`src/rtl/countdown_step_controller.sv`:
```
// Run-for-N-core-cycles countdown: arms out of manual mode, counts core_clock rising
// edges, then pulses countdown_timed_up for HOLD_CYCLES cycles to force manual mode.
module countdown_step_controller #(
  parameter int unsigned COUNT_WIDTH   = 32,
  parameter int unsigned DEFAULT_STEPS = 1000,
  parameter int unsigned HOLD_CYCLES   = 4
) (
  input  logic                   clock_100mhz,
  input  logic                   reset,
  input  logic                   core_clock,
  input  logic                   countdown_reset,
  input  logic                   countdown_enable,
  input  logic                   load_strobe,
  input  logic [COUNT_WIDTH-1:0] load_value,
  output logic                   countdown_timed_up,
  output logic [COUNT_WIDTH-1:0] remaining_steps,
  output logic                   busy
);

  localparam logic [1:0] IDLE        = 2'd0;
  localparam logic [1:0] RUNNING     = 2'd1;
  localparam logic [1:0] EXPIRED     = 2'd2;
  localparam logic [1:0] WAIT_MANUAL = 2'd3;

  localparam int unsigned HOLD_W = $clog2(HOLD_CYCLES + 1);
  localparam logic [HOLD_W-1:0]      HOLD_LAST   = HOLD_W'(HOLD_CYCLES);
  localparam logic [HOLD_W-1:0]      HOLD_ONE    = HOLD_W'(1);
  localparam logic [COUNT_WIDTH-1:0] STEPS_RESET = COUNT_WIDTH'(DEFAULT_STEPS);
  localparam logic [COUNT_WIDTH-1:0] STEP_ONE    = COUNT_WIDTH'(1);

  logic [1:0]             state;
  logic [COUNT_WIDTH-1:0] step_target;
  logic [HOLD_W-1:0]      hold_cnt;
  logic                   core_clock_q;
  logic                   core_rise;

  // core_clock is already a clock_100mhz-domain register, so a single delay suffices
  assign core_rise          = core_clock & ~core_clock_q;
  assign busy               = (state == RUNNING);
  assign countdown_timed_up = (state == EXPIRED);

  always_ff @(posedge clock_100mhz) begin
    if (reset) begin
      state           <= IDLE;
      step_target     <= STEPS_RESET;
      remaining_steps <= STEPS_RESET;
      hold_cnt        <= '0;
      core_clock_q    <= 1'b0;
    end else begin
      core_clock_q <= core_clock;
      if (load_strobe) begin
        step_target <= load_value;
      end

      case (state)
        IDLE: begin
          remaining_steps <= step_target;
          if (!countdown_reset && countdown_enable && (step_target != '0)) begin
            state <= RUNNING;
          end
        end
        RUNNING: begin
          // Manual mode wins over a coincident final edge: no pulse in that case
          if (countdown_reset || !countdown_enable) begin
            state <= IDLE;
          end else if (core_rise) begin
            if (remaining_steps > STEP_ONE) begin
              remaining_steps <= remaining_steps - STEP_ONE;
            end else if (remaining_steps == STEP_ONE) begin
              remaining_steps <= '0;
              hold_cnt        <= HOLD_ONE;
              state           <= EXPIRED;
            end
          end
        end
        EXPIRED: begin
          // Deliberately ignores countdown_reset so the pulse is never truncated
          if (hold_cnt == HOLD_LAST) begin
            hold_cnt <= '0;
            state    <= WAIT_MANUAL;
          end else begin
            hold_cnt <= hold_cnt + HOLD_ONE;
          end
        end
        WAIT_MANUAL: begin
          if (countdown_reset) begin
            state <= IDLE;
          end
        end
        default: state <= IDLE;
      endcase
    end
  end

endmodule

```
`config.mk`:
```
export PLATFORM = sky130hd
export DESIGN_NAME = countdown_step_controller
export DESIGN_NICKNAME = d
export VERILOG_FILES = /design/src/rtl/countdown_step_controller.sv
export SDC_FILE = /design/constraint.sdc
export NUM_CORES = 1
export LEC_CHECK = 0
export CAP_MARGIN = 20
export CORE_UTILIZATION = 55
export CTS_BUF_LIST = sky130_fd_sc_hd__clkbuf_2 sky130_fd_sc_hd__clkbuf_4 sky130_fd_sc_hd__clkbuf_8
export CTS_CLUSTER_DIAMETER = 80
export DETAILED_ROUTE_END_ITERATION = 7
export PLACE_DENSITY = 0.94
export SKIP_LAST_GASP = 1
export SYNTH_ARGS = -nofsm -noshare
export SYNTH_HDL_FRONTEND = slang
export SYNTH_SLANG_ARGS = --single-unit
```
`constraint.sdc`:
```
create_clock -name clock_100mhz -period 2.7 [get_ports clock_100mhz]
set_clock_uncertainty 0.2 [all_clocks]
set_input_delay 0.405 -clock clock_100mhz [delete_from_list [all_inputs] [get_ports clock_100mhz]]
set_output_delay 0.405 -clock clock_100mhz [all_outputs]
set_load 0.01 [all_outputs]
```
==> results of run 1 <==
-- per-layer routing --
| metal | part of all wire, % | vias up | track usage, % | routed length [microns] |
|---|---|---|---|---|
| met5 | 0 | - | 0 | 0 |
| met4 | 3.3 | 0 | 14.55 | 414 |
| met3 | 11 | 50 | 8.246 | 1386 |
| met2 | 44 | 309 | 53.83 | 5504 |
| met1 | 41 | 1948 | 45.86 | 5116 |
| li1 | - | 1917 | - | - |
-- cells by family after synthesis --
kind of cell / count (synthesis) / synth area share, %
AOI/OAI and AO/OA: 121 / 23.27
adders and majority gates: 4 / 1.261
buffers and inverters: 59 / 6.938
DFF: 70 / 35.32
muxes: 33 / 8.326
and+or+nand+nor: 179 / 24.88
-- through the flow --
step | total power, mW | utilization, %
after global placement | 1.750 | 70.02
after CTS | 2.780 | 73.44
after floorplan | 1.535 | -
final | 2.808 | 74.04
after global routing | 2.910 | 74.04
after detailed placement | 1.770 | 70.02
-- layout by cell type (no fill, tap or decap), types with 5 or more instances in the layout --
cell type and count:
nand2_1 33, a22oi_1 7, nand4_1 15, a21oi_1 37, nor4_1 18, inv_1 28, clkdlybuf4s50_1 69, nor2_1 45
nand3_1 16, o211ai_1 5, mux2i_1 33, o32ai_1 10, clkbuf_8 9, o31ai_1 5, dfxtp_1 70, buf_4 26
nor3_1 12, o21ai_0 8
-- area by class of cell --
type / count / area [sq um] / area share (%)
Multi-Input combinational cell: 337 / 2293 / 45.09
Clock buffer: 9 / 123.9 / 2.435
Timing Repair Buffer: 99 / 927.1 / 18.23
Tap cell: 96 / 120.1 / 2.362
Clock inverter: 6 / 111.4 / 2.189
Sequential cell: 70 / 1401 / 27.55
Inverter: 29 / 108.9 / 2.140
-- power by group --
part | internal [mW] | switching (mW) | leakage (nW)
Combinational | 0.279 | 0.325 | 1.18
Sequential | 1.09 | 0.0829 | 0.575
Clock | 0.608 | 0.419 | 0.115
-- what timing repair did --
| item | in CTS | in global routing |
|---|---|---|
| resized for setup | 0 | 2 |
| endpoints found under the setup margin | 0 | 17 |
| buffers inserted | 0 | 3 |
| hold buffers | 0 | 0 |
| hold endpoints to repair | 0 | 0 |
-- flip-flops by register name, indices dropped and copies added (netlist names), named ones only --
register / cells
step_target: 32
state: 1
core_clock_q: 1
remaining_steps: 32
hold_cnt: 3
-- critical path, delay by kind of cell, from the launching register on --
| family | cells | cell delay [ps] |
|---|---|---|
| adders and majority gates | 1 | 250 |
| and+or+nand+nor | 3 | 960 |
| AOI/OAI and AO/OA | 2 | 460 |
| buffers and inverters | 2 | 260 |
| DFF | 1 | 350 |
-- worst max-delay path by stage --
stage / start / to / slack [ps] / cells after the start
6_report: remaining_steps[1] / remaining_steps[18] / 100 / 8
3_3_place_gp: remaining_steps[1] / remaining_steps[29] / 170 / 7
4_1_cts: remaining_steps[1] / remaining_steps[29] / 40 / 7
2_1_floorplan: remaining_steps[0] / remaining_steps[7] / 270 / 7
5_1_grt: remaining_steps[1] / remaining_steps[30] / 10 / 8
3_5_place_dp: remaining_steps[1] / remaining_steps[29] / 60 / 7
==> results by group, run 1 <==
Synthesis
  • Synth top cells by count: dfxtp_1, nor2_1, a21oi_1
  • Cell with the most instances after synthesis: dfxtp_1
  • Syn Nets: 508
  • Area leader, netlist: dfxtp_1
  • Mapped Cells: 466
  • Post-synth top flop: dfxtp_1
  • Synthesized area: 3968 sq um
  • #FFs+latches synth: 70
  • Post-synth top area share: 35.32%
  • Avg Inst Size Synth: 8.514 sq um
  • EDFF count, synth: 0
  • Post-synthesis sequential area ratio: 35.32%
  • Post-synth ARST share: 0%
  • Number of distinct library cells after synthesis: 66
  • Ys Warns: 0
  • Synth top area cells: dfxtp_1, mux2i_1, a21oi_1, nor2_1, nand2_1

Routing
  • Final ANT Viol Nets: 0
  • First-pass detailed-route iteration total: 5
  • DRC viols: 0
  • Iter 0 DRT Violations: 508
  • Routed len/inst: 19.23 microns
  • DR vias: 4224
  • Drt total wl: 12.42 mm
  • DR vias/cell: 6.539

Global routing
  • Number of global-route vias before repair: 4147
  • GR Overflow Total: 0
  • Largest net degree at the start of global routing: 33
  • First-pass GRT wire length: 20.29 mm
  • Antenna violations before repair: 0
  • Total global-route track usage: 34.55%

Timing
  • Relative slew slack: 38.24%
  • Tightest Pin Transition: 926.4 ps
  • Period minus WS final: 2601 ps
  • Worst hold slack: 295.4 ps
  • Final Hold Fails: 0
  • Post-route clock period utilization: 96.34%
  • Fmax: 384.5 MHz
  • Worst Setup Slack, final: 98.92 ps
  • Max-slew violation count: 0
  • TNS Setup: 0 ps
  • Setup violators final: 0
  • RSZ-0062 raised after global routing: false

Worst hold path
  • Hold Path Class: reg -> reg
  • WHS Endpoint: hold_cnt[1]
  • Hold Crit Depth: 2
  • Min-delay src: hold_cnt[1]

Worst setup path
  • Critical Path RT: 2720 ps
  • CP arrival: 2620 ps
  • RR Endpoint: remaining_steps[18]
  • R2R cell count: 8
  • CP peak stage delay: 400 ps
  • Worst path slowest cell: or3b_4
  • Kind of critical path: reg -> reg
  • Reg2Reg Launch Point: remaining_steps[1]
  • Critical Path Sink Type: register
  • Crit path max fanout: 10
  • Crit-path cells: inv_1 > ha_2 > or3b_4 > or3_4 > o31a_1 > nand2_4 > buf_12 > o32ai_1
  • R2r setup slk: 100 ps
  • Critical path startpoint category: register

Run status
  • Status: completed

Placement
  • DP Worst Slack: 59.20 ps
  • Area of placed instances: 4810 sq um
  • Dpl cells: 628
  • GPL Wtd Cong: 0.9426
  • Post-DP HPWL: 8.568 mm
  • Port Buffers: 71

Die
  • Die ar.: 7558 sq um
  • Starting Density: 57.76%
  • Rows: 30
  • IO Pins: 72
  • Die Span Y: 86.94 microns
  • Die width: 86.94 microns
  • Core Box Area: 6869 sq um

Clock network
  • Clock Sinks: 70
  • H-tree levels: 3
  • CTS tree: built
  • Longest Clk Path Bufs: 2
  • Root Driver: clkbuf_8
  • Num CTS Buffers: 9
  • Clock Pin Slew Worst Setup and Hold Paths: 80 ps
  • Clk Latency, worst-skew pair: 350 ps

Power and ir drop
  • Worst vdd rail ir drop: 0.3785 mV
  • PD cells: 552.1 nW/um^2
  • Leak: 1.869 nW

Cells and area
  • # nets final: 588
  • Layout cells sized above 1: 12.73%
  • Fin area: 5086 sq um
  • N_diodes: 0
  • Fin cells: 646
  • Area growth, synth to finish: 28.19%
  • Fillers: 502

Run
  • Max-Cap Viols: 0
Note: power is estimated with default switching activity, not from simulation.
==> inputs of run 2 (changes only) <==
--- a/config.mk
+++ b/config.mk
@@ -6,10 +6,12 @@
 export NUM_CORES = 1
 export LEC_CHECK = 0
 export CAP_MARGIN = 20
+export CORE_MARGIN = 2
 export CORE_UTILIZATION = 55
 export CTS_BUF_LIST = sky130_fd_sc_hd__clkbuf_2 sky130_fd_sc_hd__clkbuf_4 sky130_fd_sc_hd__clkbuf_8
 export CTS_CLUSTER_DIAMETER = 80
 export DETAILED_ROUTE_END_ITERATION = 7
+export HOLD_SLACK_MARGIN = 0.06
 export PLACE_DENSITY = 0.94
 export SKIP_LAST_GASP = 1
 export SYNTH_ARGS = -nofsm -noshare
==> run 2 against run 1 <==
Cell count down 0.62%. Critical endpoint is now remaining_steps[0]. Largest power group unchanged. Hold slack improved by 18 ps. Global-route usage down 2.2 points. Sequential power barely moved. Critical path depth stayed put.
==> results by group, run 2 (synthesis gave the netlist of run 1 again) <==
Timing
  • Fmax: 372.6 MHz (-3.1%)
  • Setup violators final: 0 (unchanged)
  • Period minus WS final: 2684 ps (+82.87 ps)
  • Post-route clock period utilization: 99.41% (+3.1 points)
  • Final Hold Fails: 0 (unchanged)
  • Tightest Pin Transition: 918.7 ps (-7.708 ps)
  • Relative slew slack: 38.75% (+0.51 points)
  • TNS Setup: 0 ps (unchanged)
  • Max-slew violation count: 0 (unchanged)
  • RSZ-0062 raised after global routing: true

Clock network
  • Clock Pin Slew Worst Setup and Hold Paths: 90 ps (about the same)
  • # hold bufs at CTS: 0 (unchanged)
  • CTS tree: built
  • Clk Latency, worst-skew pair: 360 ps (about the same)
  • Clock Sinks: 70 (unchanged)
  • Num CTS Buffers: 9 (unchanged)
  • Root Driver: clkbuf_8
  • H-tree levels: 3 (unchanged)
  • Longest Clk Path Bufs: 2 (unchanged)

Routing
  • First-pass detailed-route iteration total: 7 (+2)
  • DR vias/cell: 6.759 (+3.4%)
  • Drt total wl: 12.87 mm (+3.6%)
  • DR vias: 4339 (+2.7%)
  • Routed len/inst: 20.05 microns (+4.3%)
  • Iter 0 DRT Violations: 678 (+33%)
  • Final ANT Viol Nets: 0 (unchanged)
  • DRC viols: 0 (unchanged)

Worst setup path
  • Worst path slowest cell: or3b_4
  • Number of buffers and inverters on the critical path: 2 (unchanged)
  • Critical Path Sink Type: register
  • Delay-heaviest family, CP: simple AND/OR/NAND/NOR gates
  • Crit-path cells: inv_2 > ha_4 > or3b_4 > or3_4 > o31ai_4 > clkbuf_4 > a221oi_1 > a211oi_2
  • CP arrival: 2750 ps (+130 ps)
  • CP peak stage delay: 390 ps (about the same)
  • Crit path max fanout: 9 (-1)
  • Critical Path RT: 2770 ps (+50 ps)
  • Kind of critical path: reg -> reg
  • Critical path startpoint category: register

Power and ir drop
  • Leak: 1.847 nW (-1.2%)
  • Sw frac: 31.04% (+1.6 points)
  • Final Power: 2.736 mW (-2.6%)
  • Logic pwr share: 22.3% (+0.8 points)
  • PD cells: 541.7 nW/um^2 (-1.9%)
  • Seq pwr share: 43.2% (+1.3 points)
  • Worst vdd rail ir drop: 0.3818 mV (+0.87%)
  • Int Power: 1.886 mW (-4.8%)
  • Sw Pwr: 0.8492 mW (+2.6%)
  • Clock share of power: 34.5% (-2.1 points)

Placement
  • Post-DP HPWL: 8.572 mm (about the same)
  • Port Buffers: 71 (unchanged)
  • GPL Wtd Cong: 0.9511 (+0.90%)
  • Dpl cells: 622 (-0.96%)

Global routing
  • GR Overflow Total: 0 (unchanged)
  • First-pass GRT wire length: 19.78 mm (-2.5%)
  • Total global-route track usage: 32.34% (-2.2 points)
  • Antenna violations before repair: 0 (unchanged)
  • Number of global-route vias before repair: 3846 (-7.3%)
  • Largest net degree at the start of global routing: 36 (+9.1%)

Die
  • Die width: 88.94 microns (+2.3%)
  • Rows: 30 (unchanged)
  • Die Span Y: 88.94 microns (+2.3%)
  • Starting Density: 57.76% (unchanged)
  • IO Pins: 72 (unchanged)
  • Die ar.: 7909 sq um (+4.7%)
  • Core Box Area: 6869 sq um (unchanged)

Cells and area
  • Multi-input gate area: 2328 sq um (+1.5%)
  • Area growth, synth to finish: 27.28%
  • Layout cells sized above 1: 13.19% (+0.46 points)
  • Fillers: 503 (+0.20%)
  • Fin cells: 642 (-0.62%)
  • N_diodes: 0 (unchanged)
  • Commonest cells after routing, fill and taps aside: dfxtp_1, clkdlybuf4s50_1, nor2_1
  • Largest regs: remaining_steps: 32 flops, step_target: 32 flops, hold_cnt: 3 flops
  • # nets final: 584 (-0.68%)
  • Seq. cell area: 1403 sq um (about the same)

Run
  • Max-Cap Viols: 0 (unchanged)

Run status
  • Status: completed

Worst hold path
  • Hold Path Class: reg -> reg
run 2: power groups by stage:
stage	clock network (mW)	registers [mW]	logic (mW)
2_1_floorplan	0	1.19	0.349
5_1_grt	0.976	1.19	0.654
6_report	0.943	1.18	0.611
3_5_place_dp	0	1.20	0.564
4_1_cts	0.930	1.17	0.572
3_3_place_gp	0	1.19	0.550
run 2: path summary, 6_finish.rpt:
check	from	end	slack, ps	depth (start not counted)
setup / recovery	remaining_steps[1]	remaining_steps[0]	20	8
setup reg to reg	remaining_steps[1]	remaining_steps[0]	20	8
hold / removal	hold_cnt[1]	hold_cnt[1]	310	2
hold reg to reg	hold_cnt[1]	hold_cnt[1]	310	2
run 2: worst min-delay path, cell delays in order, from the launching register on:
cell	delay (ps)
dfxtp_1	350
nand3_1	70
a21oi_1	60
run 2: area by class of cell:
class                           instances  share of cell area (%)
Timing Repair Buffer                   94                   17.39
Clock buffer                            9                   2.453
Inverter                               29                   2.156
Clock inverter                          6                   1.734
Sequential cell                        70                   27.78
Tap cell                               96                   2.379
Multi-Input combinational cell        338                   46.11
run 2: stage by stage:
stage | setup slack (ps) | instance area (sq um) | utilization [%] | hold slack, ps
after CTS | 32.49 | 4976 | 72.44 | 298.3
after global placement | 150.6 | 4765 | 69.36 | 274.6
after global routing | -32.89 | 5050 | 73.52 | 332.5
after detailed placement | 37.33 | 4765 | 69.36 | 287.9
final | 16.05 | 5050 | 73.52 | 312.9
after floorplan | 268.9 | 3968 | - | 264.5
run 2: repair_timing:
action / 4_1_cts / 5_1_grt
endpoints found under the setup margin: 0 / 26
setup buffers: 0 / 2
gates resized for setup: 0 / 12
run 2: metal layers:
layer  up-vias  routed length, microns  track usage (%)
met2       328                    5766            49.66
met4         0                     479            12.08
met3        63                    1560            6.464
met5         -                       0                0
li1       1933                       -                -
met1      2015                    5068            45.24
